**src/rtl/if_fetch.sv**
```systemverilog
// Instruction-fetch stage: PC register, ROM req/ack handshake and the IF side of IF/ID.
// Optional IF_PERF_CNT_EN adds fetch and wait-cycle counters.
module if_fetch #(
  parameter int unsigned            ADDR_W   = 32,
  parameter int unsigned            INST_W   = 32,
  parameter logic [ADDR_W-1:0]      RESET_PC = '0
) (
  input  logic              clk,
  input  logic              rst,
  input  logic              stall_i,
  input  logic              flush_i,
  input  logic [ADDR_W-1:0] new_pc_i,
  input  logic              branch_flag_i,
  input  logic [ADDR_W-1:0] branch_target_i,
  output logic              rom_req_o,
  output logic [ADDR_W-1:0] rom_addr_o,
  input  logic              rom_ack_i,
  input  logic [INST_W-1:0] rom_data_i,
  output logic [ADDR_W-1:0] if_pc,
  output logic [INST_W-1:0] if_inst,
  output logic              if_valid
`ifdef IF_PERF_CNT_EN
  ,
  output logic [31:0]       perf_fetch_cnt,
  output logic [31:0]       perf_wait_cnt
`endif
);

  typedef enum logic [1:0] {IDLE, REQ, HOLD} state_t;

  function automatic logic [ADDR_W-1:0] align_addr(input logic [ADDR_W-1:0] a);
    return {a[ADDR_W-1:2], 2'b00};
  endfunction

  state_t              state_q, state_d;
  logic [ADDR_W-1:0]   pc_q, pc_d;
  logic [ADDR_W-1:0]   if_pc_q, if_pc_d;
  logic [INST_W-1:0]   if_inst_q, if_inst_d;
  logic                if_valid_q, if_valid_d;
  logic                pend_redirect_q, pend_redirect_d;
  logic [ADDR_W-1:0]   pend_target_q, pend_target_d;
  logic                discard_q, discard_d;
  logic [ADDR_W-1:0]   disc_addr_q, disc_addr_d;
  logic [INST_W-1:0]   buf_inst_q, buf_inst_d;

  logic                accept;
  logic [INST_W-1:0]   accept_word;
  logic [ADDR_W-1:0]   next_seq;

  // While a flushed request drains, the old address stays on the bus until its ack.
  assign rom_req_o  = (state_q == REQ);
  assign rom_addr_o = (state_q == REQ) ? (discard_q ? disc_addr_q : pc_q) : '0;
  assign if_pc      = if_pc_q;
  assign if_inst    = if_inst_q;
  assign if_valid   = if_valid_q;

  assign next_seq = pend_redirect_q ? pend_target_q : pc_q + ADDR_W'(4);

  always_comb begin
    accept      = 1'b0;
    accept_word = rom_data_i;
    if (!flush_i && !stall_i) begin
      if (state_q == REQ && rom_ack_i && !discard_q) begin
        accept = 1'b1;
      end else if (state_q == HOLD) begin
        accept      = 1'b1;
        accept_word = buf_inst_q;
      end
    end
  end

  always_comb begin
    state_d         = state_q;
    pc_d            = pc_q;
    if_pc_d         = if_pc_q;
    if_inst_d       = if_inst_q;
    if_valid_d      = if_valid_q;
    pend_redirect_d = pend_redirect_q;
    pend_target_d   = pend_target_q;
    discard_d       = discard_q;
    disc_addr_d     = disc_addr_q;
    buf_inst_d      = buf_inst_q;

    if (flush_i) begin
      if_valid_d      = 1'b0;
      if_inst_d       = '0;
      if_pc_d         = '0;
      pend_redirect_d = 1'b0;
      pc_d            = align_addr(new_pc_i);
      state_d         = REQ;
      if (state_q == REQ && !rom_ack_i) begin
        discard_d = 1'b1;
        if (!discard_q) disc_addr_d = pc_q;
      end else begin
        discard_d = 1'b0;
      end
    end else if (accept) begin
      if_pc_d         = pc_q;
      if_inst_d       = accept_word;
      if_valid_d      = 1'b1;
      pc_d            = branch_flag_i ? align_addr(branch_target_i) : next_seq;
      pend_redirect_d = 1'b0;
      state_d         = REQ;
    end else begin
      case (state_q)
        IDLE: if (!stall_i) state_d = REQ;
        REQ: begin
          if (rom_ack_i && discard_q) begin
            discard_d = 1'b0;
            if (stall_i) state_d = IDLE;
          end else if (rom_ack_i && stall_i) begin
            buf_inst_d = rom_data_i;
            state_d    = HOLD;
          end
        end
        default: ;
      endcase
      if (!stall_i && branch_flag_i) begin
        pend_redirect_d = 1'b1;
        pend_target_d   = align_addr(branch_target_i);
      end
    end
  end

  always_ff @(posedge clk) begin
    if (rst) begin
      state_q         <= IDLE;
      pc_q            <= RESET_PC;
      if_pc_q         <= '0;
      if_inst_q       <= '0;
      if_valid_q      <= 1'b0;
      pend_redirect_q <= 1'b0;
      discard_q       <= 1'b0;
    end else begin
      state_q         <= state_d;
      pc_q            <= pc_d;
      if_pc_q         <= if_pc_d;
      if_inst_q       <= if_inst_d;
      if_valid_q      <= if_valid_d;
      pend_redirect_q <= pend_redirect_d;
      discard_q       <= discard_d;
    end
  end

  always_ff @(posedge clk) begin
    pend_target_q <= pend_target_d;
    disc_addr_q   <= disc_addr_d;
    buf_inst_q    <= buf_inst_d;
  end

`ifdef IF_PERF_CNT_EN
  logic [31:0] fetch_cnt_q, fetch_cnt_d;
  logic [31:0] wait_cnt_q, wait_cnt_d;

  always_comb begin
    fetch_cnt_d = fetch_cnt_q + (accept ? 32'd1 : 32'd0);
    wait_cnt_d  = wait_cnt_q + ((rom_req_o && !rom_ack_i) ? 32'd1 : 32'd0);
  end

  always_ff @(posedge clk) begin
    if (rst) begin
      fetch_cnt_q <= '0;
      wait_cnt_q  <= '0;
    end else begin
      fetch_cnt_q <= fetch_cnt_d;
      wait_cnt_q  <= wait_cnt_d;
    end
  end

  assign perf_fetch_cnt = fetch_cnt_q;
  assign perf_wait_cnt  = wait_cnt_q;
`endif

endmodule
```
**config.mk**
```make
export PLATFORM = sky130hd
export DESIGN_NAME = if_fetch
export DESIGN_NICKNAME = d
export VERILOG_FILES = /design/src/rtl/if_fetch.sv
export SDC_FILE = /design/constraint.sdc
export NUM_CORES = 1
export LEC_CHECK = 0
export CORE_MARGIN = 3
export CORE_UTILIZATION = 50
export CTS_CLUSTER_SIZE = 30
export DETAILED_ROUTE_END_ITERATION = 10
export MAX_ROUTING_LAYER = met4
export PLACE_DENSITY = 0.79
export RECOVER_POWER = 50
export SYNTH_ARGS = -nofsm -noshare
export SYNTH_HDL_FRONTEND = slang
export SYNTH_SLANG_ARGS = --single-unit
```
**constraint.sdc**
```tcl
create_clock -name clk -period 4.79 [get_ports clk]
set_input_delay 0.7185 -clock clk [delete_from_list [all_inputs] [get_ports clk]]
set_output_delay 0.7185 -clock clk [all_outputs]
set_load 0.01 [all_outputs]
```
==> Word level (Yosys, flattened, before mapping) <==
Index checks and enable logic that the tools add are counted.
Widths: inputs -> output; s select.
{ "classes": {"n_addsub": 1, "mul": 0, "div_mod_pow": 0, "magnitude_cmp": 0, "n_eq_ne": 9, "n_shift": 0, "mux": 24, "bitwise_logic": 3, "reduce_logical": 25} }
{ "op_table": {"columns": ["op", "n"], "rows": [
  ["$mux 32", 9],
  ["$add 32x3->32 const B", 1],
  ["$mux 1", 10],
  ["$mux 2", 4],
  ["$reduce_and 4->1", 2],
  ["$reduce_bool 2->1", 4],
  ["$logic_and 1x1->1", 7],
  ["$reduce_and 3->1", 2],
  ["$ne 5x2->1 const B", 1],
  ["$ne 5x5->1 const B", 1],
  ["$reduce_and 5->1", 1],
  ["$logic_not 1->1", 4],
  ["$ne 2x2->1 const B", 2],
  ["$ne 4x4->1 const B", 1],
  ["$pmux 2 s2", 1],
  ["$reduce_bool 4->1", 1],
  ["$ne 3x1->1 const B", 1],
  ["$ne 3x3->1 const B", 1],
  ["$not 1->1", 3],
  ["$reduce_or 3->1", 1],
  ["$eq 2x1->1 const B", 1],
  ["$eq 2x2->1 const B", 1],
  ["$logic_not 2->1", 1],
  ["$reduce_and 2->1", 1],
  ["$reduce_or 2->1", 1]
]} }
{ "totals": {"regBits": 195, "latchBits": 0, "ramBits": 0, "rom_bits": 0, "out_inout_bits": 98, "word_cells": 74, "mem_count": 0} }

==> Logic depth before layout (Yosys ltp) <==
{ "logic_depth": {"depth_word": 7, "ltp_mapped": 8, "depth_no_buf": 7} }

==> Worst setup path after synthesis <==
Ideal clock, no wire load.
{ "synth_timing": {"kind": "input to register", "startpoint": "input branch_flag_i", "endpoint": "register pend_target_q[10], enable pin", "arrival_time_ps": 3390, "t_required_ps": 4335, "setup_slack_ps": 945, "stages": 4, "path_buffers": 2, "path_cell_list": "clkbuf_1 -> inv_1 -> buf_2 -> nor3_1"} }
{ "synth_via": {"elab_chain_len": 2} }
{ "synth_rtl": {"columns": ["element", "line", "source"], "rows": [
  ["start: declaration", "13", "input logic branch_flag_i,"],
  ["$logic_and 1x1->1", "118", "if (!stall_i && branch_flag_i) begin"],
  ["$reduce_and 3->1 (no source line)", null, null],
  ["end signal: assignment", "146", "pend_target_q <= pend_target_d;"],
  ["end: declaration", "41", "logic [ADDR_W-1:0] pend_target_q, pend_target_d;"]
]} }
Every way passes these cells.
A chain may end at the register's enable or synchronous reset.

==> Worst setup path in the final report <==
{ "layout_timing": {"startpoint": "register discard_q", "endpoint": "output rom_addr_o[31]"} }
{ "layout_via": {"elab_chain_len": 2} }
{ "layout_rtl": {"columns": ["element", "line", "source"], "rows": [
  ["start: declaration", "42", "logic discard_q, discard_d;"],
  ["start signal: assignment", "141", "discard_q <= discard_d;"],
  ["$mux 32", null, null],
  ["$mux 32", "52", "assign rom_addr_o = (state_q == REQ) ? (discard_q ? disc_addr_q : pc_q) : '0;"],
  ["end: declaration", "16", "output logic [ADDR_W-1:0] rom_addr_o,"]
]} }
Every way passes these cells.

==> metrics.txt <==
Fin Hold WS=0.448 ns; synth warn=0; die area=18600 um2; syn_nets=911; Final nets=1078; crit path time final=3.76 ns; Worst-Margin Slew=1.87 ns; CTS clk-pin slew, worst paths=0.07 ns; DP HPWL=15.5 mm; leading cell type in the layout, fill and taps excluded=dlygate4sd3_1; ANT nets after route=0; Starting Density=51.2%; port bufs=195; failing checks=capacitance limit, slew limit; clk_skew=0.00546 ns; Yosys cell types=53; Worst Hold Class=flip-flop to flip-flop; Post-CTS Hold Buffers=0; Top Ports=200; slew margin rel.=-24.5%; most frequent cells in the layout=dlygate4sd3_1 (127), nand2_1 (108), dfxtp_1 (101), edfxtp_1 (94), clkdlybuf4s50_1 (68); FF-to-FF path depth=7; Final Cycle Share=78.4%; RSZ-0062 raised after global routing=false; fmax=0.266 GHz; Post-synth EDFFs=94; First-pass DRT Iterations=6; WP data arrival=3.04 ns; Avg Cell Area, Syn=10.5 um2; fin cells=1214; static leakage=3.87 nW; Final TNS setup=0 ns; top_reg_cell synth=dfxtp_1; Post-Syn Area=8520 um2; flop-to-flop setup slack=1.31 ns; routed vias/inst=5.80; Power Dens Cells=317 nW/um2; Total GRT Usage=26.1%; RR Startpoint=discard_q; Die Span X=137 um; R2R Path End=pc_q[31]; Final Slew Violations=73; via count=7044; CTS tree=yes; root buf cell=clkbuf_16; Final Hold Fails=0; H-tree Lvls=4; Worst EP required=4.07 ns; Peak VDD IR=0.262 mV; maximum clock insertion buffer count=2; Max Cap Viol=2; first-pass GRT wire length=36.5 mm; antenna violations before repair=5; placed insts=1176; Setup CP Type=flip-flop to output port; Area Overhead vs Synth=31.6%; remaining global-route overflow=0; Num Clock Sinks=195; Seq/Total Area, Yosys=56.9%; Final Wtd Congestion=0.883; # DRC=0; Critical Path Sink=rom_addr_o[31]; area of the core=16600 um2; postcts setup bufs=0; vias in the first global route=6793; Routed WL=23.5 mm; Worst Path Max Fanout=39; Mapped Cells=808; drt wl/cell=19.4 um; CP startpoint=discard_q; ys async rst share=0%; status=finished, violations left; Critical Path Source Type=flip-flop; final-report setup violation count=0; Yosys reg bits=195; DRT iter0 DRCs=587; die height=137 um; # resized after CTS=0; insertion delay to the later sink of the worst-skew pair=0.44 ns; crit end category=output port; Core Rows=47; layout cell share with drive strength beyond 1=7.49%; Worst Hold Launch=if_inst[25]; largest net degree at the start of global routing=71; CTS buffer count=17
==> per-layer routing <==
layer | global-route usage, % | routed length, um | share of wire [%]
met4 | 7.95 | 416 | 1.8
met5 | - | 0 | 0
met2 | 40.1 | 11200 | 48
met3 | 5.74 | 2140 | 9.1
met1 | 34.8 | 9790 | 42
==> layout make-up <==
type | count | area, um2
Tap cell | 220 | 275
Clock inverter | 15 | 140
Multi-Input combinational cell | 540 | 3420
Clock buffer | 17 | 425
Antenna cell | 6 | 15.0
Fill cell | 1285 | 5430
Sequential cell | 195 | 4840
Timing Repair Buffer | 209 | 2050
Inverter | 12 | 45.0
==> sequential cells by signal, summed over array words and instances (netlist names) <==
signal and count:
state_q 2, if_pc 32, pend_redirect_q 1, if_valid 1
pend_target_q 30, discard_q 1, disc_addr_q 32, pc_q 32
if_inst 32, buf_inst_q 32
==> Yosys cell counts (all sizes together) (7+ instances only) <==
| cell type | instances | area (um2) |
|---|---|---|
| clkbuf | 43 | 161 |
| and2 | 39 | 244 |
| o21ai | 31 | 155 |
| mux2i | 33 | 330 |
| buf | 18 | 88.8 |
| nand4 | 9 | 56.3 |
| edfxtp | 94 | 2820 |
| a21oi | 60 | 300 |
| a221oi | 8 | 70.1 |
| dfxtp | 101 | 2020 |
| o22ai | 10 | 62.6 |
| nand3 | 12 | 72.6 |
| and3 | 7 | 43.8 |
| nand2 | 109 | 409 |
| mux2 | 29 | 327 |
| a22oi | 18 | 135 |
| nor2 | 50 | 188 |
| xnor2 | 12 | 105 |
| xor2 | 12 | 105 |
| inv | 11 | 41.3 |
| a211oi | 31 | 233 |
| nor3 | 11 | 55.1 |
| nor4 | 9 | 83.8 |
==> critical path: stages (launching register included) <==
cell,delay [ns]
dfxtp_1,1.48
o21ai_0,0.35
and2_1,0.29
clkdlybuf4s50_1,0.48
==> metrics by stage <==
| step | worst slack, ns | instance area [um2] | total power [mW] | utilization, % |
|---|---|---|---|---|
| floorplan | 0.945 | 8520 | 2.03 | - |
| global placement | 1.37 | 10600 | 2.22 | 63.9 |
| detailed placement | 1.35 | 10600 | 2.22 | 63.9 |
| CTS | 1.58 | 11200 | 3.58 | 67.3 |
| global route | 0.888 | 11200 | 3.67 | 67.4 |
| finish | 1.03 | 11200 | 3.56 | 67.4 |
==> logic make-up (layout without fill, tap and decap cells) <==
logic type               count (synthesis)  in the layout  synth area share (%)
buffers and inverters                   73            253                  3.47
XOR/XNOR                                24             24                  2.47
AND/OR/NAND/NOR                        261            261                  14.9
other                                    0              6                     0
adder cells (fa/ha/maj)                  1              1                 0.147
multiplexers                            62             62                  7.71
AO/OA/AOI/OAI                          192            192                  14.5
flip-flops                             195            195                  56.9
==> worst min-delay path by stage <==
stage / endpoint / slack, ns / cells past startpoint
CTS: if_inst[24] / 0.45 / 2
global route: if_inst[24] / 0.47 / 2
finish: if_inst[25] / 0.45 / 2
global placement: if_inst[25] / 0.44 / 2
floorplan: if_pc[31] / 0.43 / 2
detailed placement: if_inst[25] / 0.44 / 2
==> power by group <==
part           internal, mW  total, mW  switching (mW)
Clock                 0.691       1.38           0.690
Sequential             1.79       1.84          0.0482
Combinational         0.167      0.333           0.167
Total                  2.65       3.56           0.905
No activity file was read; power rests on OpenSTA's default activity.
